$ cat src/rtl/drone_pwm_pkg.sv
// rtl/drone_pwm_pkg.sv - shared duty-cycle constants and timebase helper for the ESC PWM block
package drone_pwm_pkg;

  localparam int                DUTY_W            = 8;
  localparam logic [DUTY_W-1:0] DUTY_MAX          = 8'd100;
  localparam logic [DUTY_W-1:0] DEFAULT_IDLE_DUTY = 8'd43;

  // Clock cycles per duty step; the caller keeps the division exact.
  function automatic int calc_step_cycles(input int clk_freq, input int pwm_freq, input int steps);
    return clk_freq / (pwm_freq * steps);
  endfunction

endpackage

$ cat src/rtl/pwm_timebase.sv
// rtl/pwm_timebase.sv - step/percent counters, period boundary and period-start generation
module pwm_timebase
  import drone_pwm_pkg::*;
#(
  parameter int STEP_CYCLES = 10,
  parameter int STEPS       = 100
) (
  input  logic              clk,
  input  logic              rst_n,
  input  logic              enable_i,
  output logic [DUTY_W-1:0] pct_next_o,
  output logic              boundary_o,
  output logic              period_start_o
);

  localparam int STEP_W = (STEP_CYCLES > 1) ? $clog2(STEP_CYCLES) : 1;
  localparam int PCT_W  = (STEPS > 1) ? $clog2(STEPS) : 1;
  localparam logic [STEP_W-1:0] STEP_LAST = STEP_W'(STEP_CYCLES - 1);
  localparam logic [PCT_W-1:0]  PCT_LAST  = PCT_W'(STEPS - 1);

  logic [STEP_W-1:0] step_q, step_d;
  logic [PCT_W-1:0]  pct_q, pct_d;
  logic              run_q;
  logic              start_d;

  assign boundary_o = enable_i && run_q && (step_q == STEP_LAST) && (pct_q == PCT_LAST);

  // Next-cycle values are exported so the parent can register its outputs glitch-free.
  always_comb begin
    step_d  = '0;
    pct_d   = '0;
    start_d = 1'b0;
    if (enable_i) begin
      if (!run_q || boundary_o) begin
        start_d = 1'b1;
      end else if (step_q == STEP_LAST) begin
        pct_d = pct_q + 1'b1;
      end else begin
        step_d = step_q + 1'b1;
        pct_d  = pct_q;
      end
    end
  end

  always_ff @(posedge clk or negedge rst_n) begin
    if (!rst_n) begin
      step_q <= '0;
      pct_q  <= '0;
      run_q  <= 1'b0;
    end else begin
      step_q <= step_d;
      pct_q  <= pct_d;
      run_q  <= enable_i;
    end
  end

  assign pct_next_o     = DUTY_W'(pct_d);
  assign period_start_o = start_d;

endmodule

$ cat src/rtl/esc_pwm_generator.sv
// rtl/esc_pwm_generator.sv - double-buffered ESC PWM output with command watchdog failsafe
module esc_pwm_generator
  import drone_pwm_pkg::*;
#(
  parameter int CLK_FREQ        = 50_000_000,
  parameter int PWM_FREQ        = 50,
  parameter int STEPS           = int'(DUTY_MAX),
  parameter int IDLE_DUTY       = int'(DEFAULT_IDLE_DUTY),
  parameter int TIMEOUT_PERIODS = 10
) (
  input  logic              clk,
  input  logic              rst_n,
  input  logic              enable,
  input  logic [DUTY_W-1:0] duty_in,
  input  logic              duty_valid,
  output logic              pwm_out,
  output logic              period_start,
  output logic              duty_clamped,
  output logic              failsafe
);

  localparam int STEP_CYCLES = calc_step_cycles(CLK_FREQ, PWM_FREQ, STEPS);
  localparam int MISS_W      = $clog2(TIMEOUT_PERIODS + 1);
  localparam logic [DUTY_W-1:0] STEPS_L  = DUTY_W'(STEPS);
  localparam logic [DUTY_W-1:0] IDLE_L   = DUTY_W'(IDLE_DUTY);
  localparam logic [MISS_W-1:0] MISS_MAX = MISS_W'(TIMEOUT_PERIODS);

  logic [DUTY_W-1:0] pct_next;
  logic              boundary;
  logic              load;

  logic [DUTY_W-1:0] pending_q, pending_d;
  logic [DUTY_W-1:0] active_q, active_d;
  logic [MISS_W-1:0] miss_q, miss_d;
  logic              failsafe_q, failsafe_d;
  logic              seen_q, seen_d;
  logic              pwm_q, pwm_d;
  logic              start_q;
  logic              clamp_q, clamp_d;

  pwm_timebase #(
    .STEP_CYCLES (STEP_CYCLES),
    .STEPS       (STEPS)
  ) u_timebase (
    .clk            (clk),
    .rst_n          (rst_n),
    .enable_i       (enable),
    .pct_next_o     (pct_next),
    .boundary_o     (boundary),
    .period_start_o (load)
  );

  always_comb begin
    pending_d  = pending_q;
    clamp_d    = 1'b0;
    seen_d     = seen_q | duty_valid;
    miss_d     = miss_q;
    failsafe_d = failsafe_q;
    active_d   = active_q;

    if (duty_valid) begin
      clamp_d   = (duty_in > STEPS_L);
      pending_d = clamp_d ? STEPS_L : duty_in;
    end

    // A valid on the boundary cycle itself counts for the period just ending.
    if (boundary) begin
      seen_d = 1'b0;
      if (seen_q || duty_valid) begin
        miss_d     = '0;
        failsafe_d = 1'b0;
      end else begin
        if (miss_q != MISS_MAX) miss_d = miss_q + 1'b1;
        if (miss_d == MISS_MAX) failsafe_d = 1'b1;
      end
    end

    if (load) active_d = failsafe_d ? IDLE_L : pending_d;
    pwm_d = enable && (pct_next < active_d);
  end

  always_ff @(posedge clk or negedge rst_n) begin
    if (!rst_n) begin
      pending_q  <= IDLE_L;
      active_q   <= IDLE_L;
      miss_q     <= '0;
      failsafe_q <= 1'b1;
      seen_q     <= 1'b0;
      pwm_q      <= 1'b0;
      start_q    <= 1'b0;
      clamp_q    <= 1'b0;
    end else begin
      pending_q  <= pending_d;
      active_q   <= active_d;
      miss_q     <= miss_d;
      failsafe_q <= failsafe_d;
      seen_q     <= seen_d;
      pwm_q      <= pwm_d;
      start_q    <= load;
      clamp_q    <= clamp_d;
    end
  end

  assign pwm_out      = pwm_q;
  assign period_start = start_q;
  assign duty_clamped = clamp_q;
  assign failsafe     = failsafe_q;

endmodule

$ cat config.mk
export PLATFORM = sky130hd
export DESIGN_NAME = esc_pwm_generator
export DESIGN_NICKNAME = d
export VERILOG_FILES = /design/src/rtl/drone_pwm_pkg.sv /design/src/rtl/pwm_timebase.sv /design/src/rtl/esc_pwm_generator.sv
export SDC_FILE = /design/constraint.sdc
export NUM_CORES = 1
export LEC_CHECK = 0
export ABC_AREA = 0
export BUFFER_PORTS_ARGS = -buffer_cell sky130_fd_sc_hd__buf_2
export CAP_MARGIN = 25
export CORE_MARGIN = 1
export CORE_UTILIZATION = 60
export DETAILED_ROUTE_END_ITERATION = 16
export HOLD_SLACK_MARGIN = 0.12
export PLACE_DENSITY = 0.79
export SYNTH_ARGS = -nofsm -noshare
export SYNTH_HDL_FRONTEND = slang
export SYNTH_SLANG_ARGS = --single-unit
$ cat constraint.sdc
create_clock -name clk -period 3.68 [get_ports clk]
set_input_delay 0 -clock clk [delete_from_list [all_inputs] [get_ports clk]]
set_output_delay 0 -clock clk [all_outputs]
set_load 0.1 [all_outputs]
==> metrics.md <==
| Metric | Value |
|---|---|
| Crit path largest cell delay | 420 ps |
| Flops & latches, synth | 47 |
| CP max stage cell | dfrtp_1 |
| Clock Path Buffers | 2 |
| Main flop type after synthesis | dfrtp_1 |
| Final setup margin | 766.7 ps |
| Vias per inst | 5.608 |
| Antenna Nets Post-Route | 0 |
| GRT overflow | 0 |
| Post-CTS Setup Inserts | 0 |
| Clock Tree Root | clkbuf_8 |
| Largest cells by area after synthesis | dfrtp_1 (39%), dfstp_2 (9.7%), ha_1 (5.1%) |
| CTS tree | yes |
| TritonCTS buffer count | 5 |
| Vias in the first global route | 1789 |
| Max frequency | 343.3 MHz |
| Worst setup path category | flip-flop to flip-flop |
| # fillers | 243 |
| Post-synthesis cell area | 2445 um2 |
| Synth area leader | dfrtp_1 |
| # DRC | 0 |
| Routed WL | 4807 um |
| Gate Count Post-Synth | 241 |
| Number of gates resized after CTS | 0 |
| First-pass GRT wire length | 8369 um |
| Routability congestion estimate | 0.8096 |
| Number of synthesized flops with an enable pin | 0 |
| Slew Viols, Final | 0 |
| Critical Path RT | 3890 ps |
| Largest net degree at the start of global routing | 48 |
| Period minus WS final | 2913 ps |
| Worst-path fanout max | 8 |
| Final Hold Fails | 0 |
| Total of max-cap violations | 0 |
| Max-slew headroom | 0.6439 |
| Mean Syn Cell Area | 10.14 um2 |
| Placed Instance Area | 2531 um2 |
| CP endpoint kind | flip-flop |
| Setup violators final | 0 |
| Synth cell types | 50 |
| Synth top cells by count | dfrtp_1 (38), nor2_1 (32), nand2_1 (19) |
| Clock skew | 6.449 ps |
| H-tree level count | 2 |
| Net count, final | 297 |
| Leak | 1.267 nW |
| Crit-path cells | nand4bb_1 -> nor3b_4 -> nand3_4 -> o31a_4 -> inv_1 -> nor2_1 -> o21a_1 -> ha_1 -> a21o_1 -> a21oi_1 -> nand3b_1 -> o21ai_1 |
| Post-route cell area | 2825 um2 |
| Initial antenna violation count | 0 |
| Die area | 4334 um2 |
| Diodes inserted | 0 |
| Hold_buf cts | 16 |
| WL/cell | 14.84 um |
| DIE WIDTH | 65.84 um |
| Placeable Area | 3771 um2 |
| Fin crit share | 0.7917 |
| Clock Pin Slew Worst Setup and Hold Paths | 80 ps |
| Top Ports | 16 |
| Worst Tran Pin Value | 534.2 ps |
| Register area share after synthesis | 0.4857 |
| Area growth syn-to-layout | 15.56% |
| Startpoint types | flip-flop |
| CTS Sinks | 47 |
| Worst VDD drop | 0.0002407 V |
| Final cell count without fillers | 324 |
| FFs w/ async S/R, synth | 1.000 |
| # rows | 22 |
| Hold WC Path Type | input port to flip-flop |
| DR vias | 1817 |
| Gr usage total | 0.2607 |
| Placed Cells | 299 |
| Total Neg Setup Slack | 0 ps |
| Clk Latency, worst-skew pair | 290 ps |
| Ratio of cells with drive above 1 in the final layout | 0.1703 |
| Synth warn | 0 |
| Port buffer count | 15 |
| Initial drt markers | 133 |
| Tot Pwr | 0.0009872 W |
| Initial Util | 0.6483 |
| RSZ-0062 raised after global routing | no |
| Mapped Nets | 263 |
| Most frequent cell after synthesis | dfrtp_1 |
| Die Y | 65.84 um |
| Setup WS pre-CTS | 804.4 ps |
| P per Cell Area | 349.4 nW/um2 |
| Data arrival, critical path | 3130 ps |
| TritonRoute pass-1 iters | 4 |
| Post-detail-place hpwl | 3104 um |
| Outcome | finished clean |
| Yosys top cell area share | 0.3889 |
[layer usage]
| layer | track usage | share of wire | vias to the layer above |
|---|---|---|---|
| met5 | 0 | 0 | - |
| met3 | 0.04655 | 0.037 | 5 |
| li1 | - | - | 907 |
| met1 | 0.3574 | 0.49 | 867 |
| met2 | 0.4273 | 0.46 | 38 |
| met4 | 0.06522 | 0.010 | 0 |
[cell type report]
| cell class | instances | area (um2) | area share |
|---|---|---|---|
| inverter | 16 | 60.06 | 0.02126 |
| timing repair buffer | 33 | 270.3 | 0.09566 |
| multi-input combinational | 172 | 1141 | 0.4039 |
| tap | 48 | 60.06 | 0.02126 |
| clock buffer | 7 | 76.32 | 0.02702 |
| clock inverter | 1 | 30.03 | 0.01063 |
| sequential | 47 | 1187 | 0.4203 |
[metrics by stage]
stage,util,hold WS (ps)
after floorplan,-,-295.6
after global placement,0.6712,205.0
after detailed placement,0.6712,200.9
after CTS,0.7419,164.2
after global routing,0.7492,195.0
final,0.7492,181.5
[power by group]
part           internal (W)  switching [W]   total, W
combinational     0.0000340      0.0000584  0.0000924
sequential         0.000531     0.00000371   0.000535
clock              0.000203       0.000156   0.000360
[cells by family after synthesis]
group | Yosys count | synth area share
xor gates and xnor gates | 14 | 0.05015
DFF | 47 | 0.4857
AOI/OAI and AO/OA | 48 | 0.1285
and+or+nand+nor | 95 | 0.2165
buffers and inverters | 22 | 0.04759
adders and majority gates | 10 | 0.05118
muxes | 5 | 0.02047
[critical path: cells and delay by family, from the launching register on]
| family | cells | cell delay, ps |
|---|---|---|
| buf+inv | 1 | 80 |
| compound gates | 5 | 1110 |
| fa+ha+maj | 1 | 290 |
| simple gates | 5 | 930 |
| flops | 1 | 420 |
[path summary, 6_finish.rpt]
kind	to	from	slack (ps)	cells after the start
worst max-delay path	pwm_out	u_timebase.pct_q[4]	770	12
worst min-delay path	duty_clamped	duty_valid	180	2
worst max register to register	pwm_out	u_timebase.pct_q[4]	770	12
worst min register to register	u_timebase.step_q[0]	u_timebase.step_q[0]	450	1
max in group asynchronous	active_q[5]	rst_n	2880	3
min in group asynchronous	u_timebase.step_q[7]	rst_n	220	2
[state kept, by name, summed over array words and instances (netlist names)]
signal	count
period_start	1
failsafe	1
u_timebase.run_q	1
u_timebase.pct_q	7
pending_q	8
u_timebase.step_q	14
duty_clamped	1
seen_q	1
miss_q	4
active_q	8
pwm_out	1
[placed cells by master, fill, tap and decap left out, types with 2 or more instances in the layout]
cell type,instances
and3_1,4
nand4_1,7
nand2_1,19
and2b_2,2
ha_1,10
o31ai_1,2
nor2b_1,3
nor2_1,32
or2_2,2
or3_1,5
clkbuf_8,5
mux2i_1,5
nor3_1,3
o21ai_0,14
xor2_1,8
nand3b_1,2
o21a_1,4
buf_2,15
dfstp_2,9
and3_2,2
clkbuf_1,2
inv_1,15
a31oi_1,3
a21oi_1,12
dfrtp_1,38
xnor2_1,6
dlygate4sd3_1,16
a22oi_1,3
nand3_1,4
Note: power is estimated with default switching activity, not from simulation.
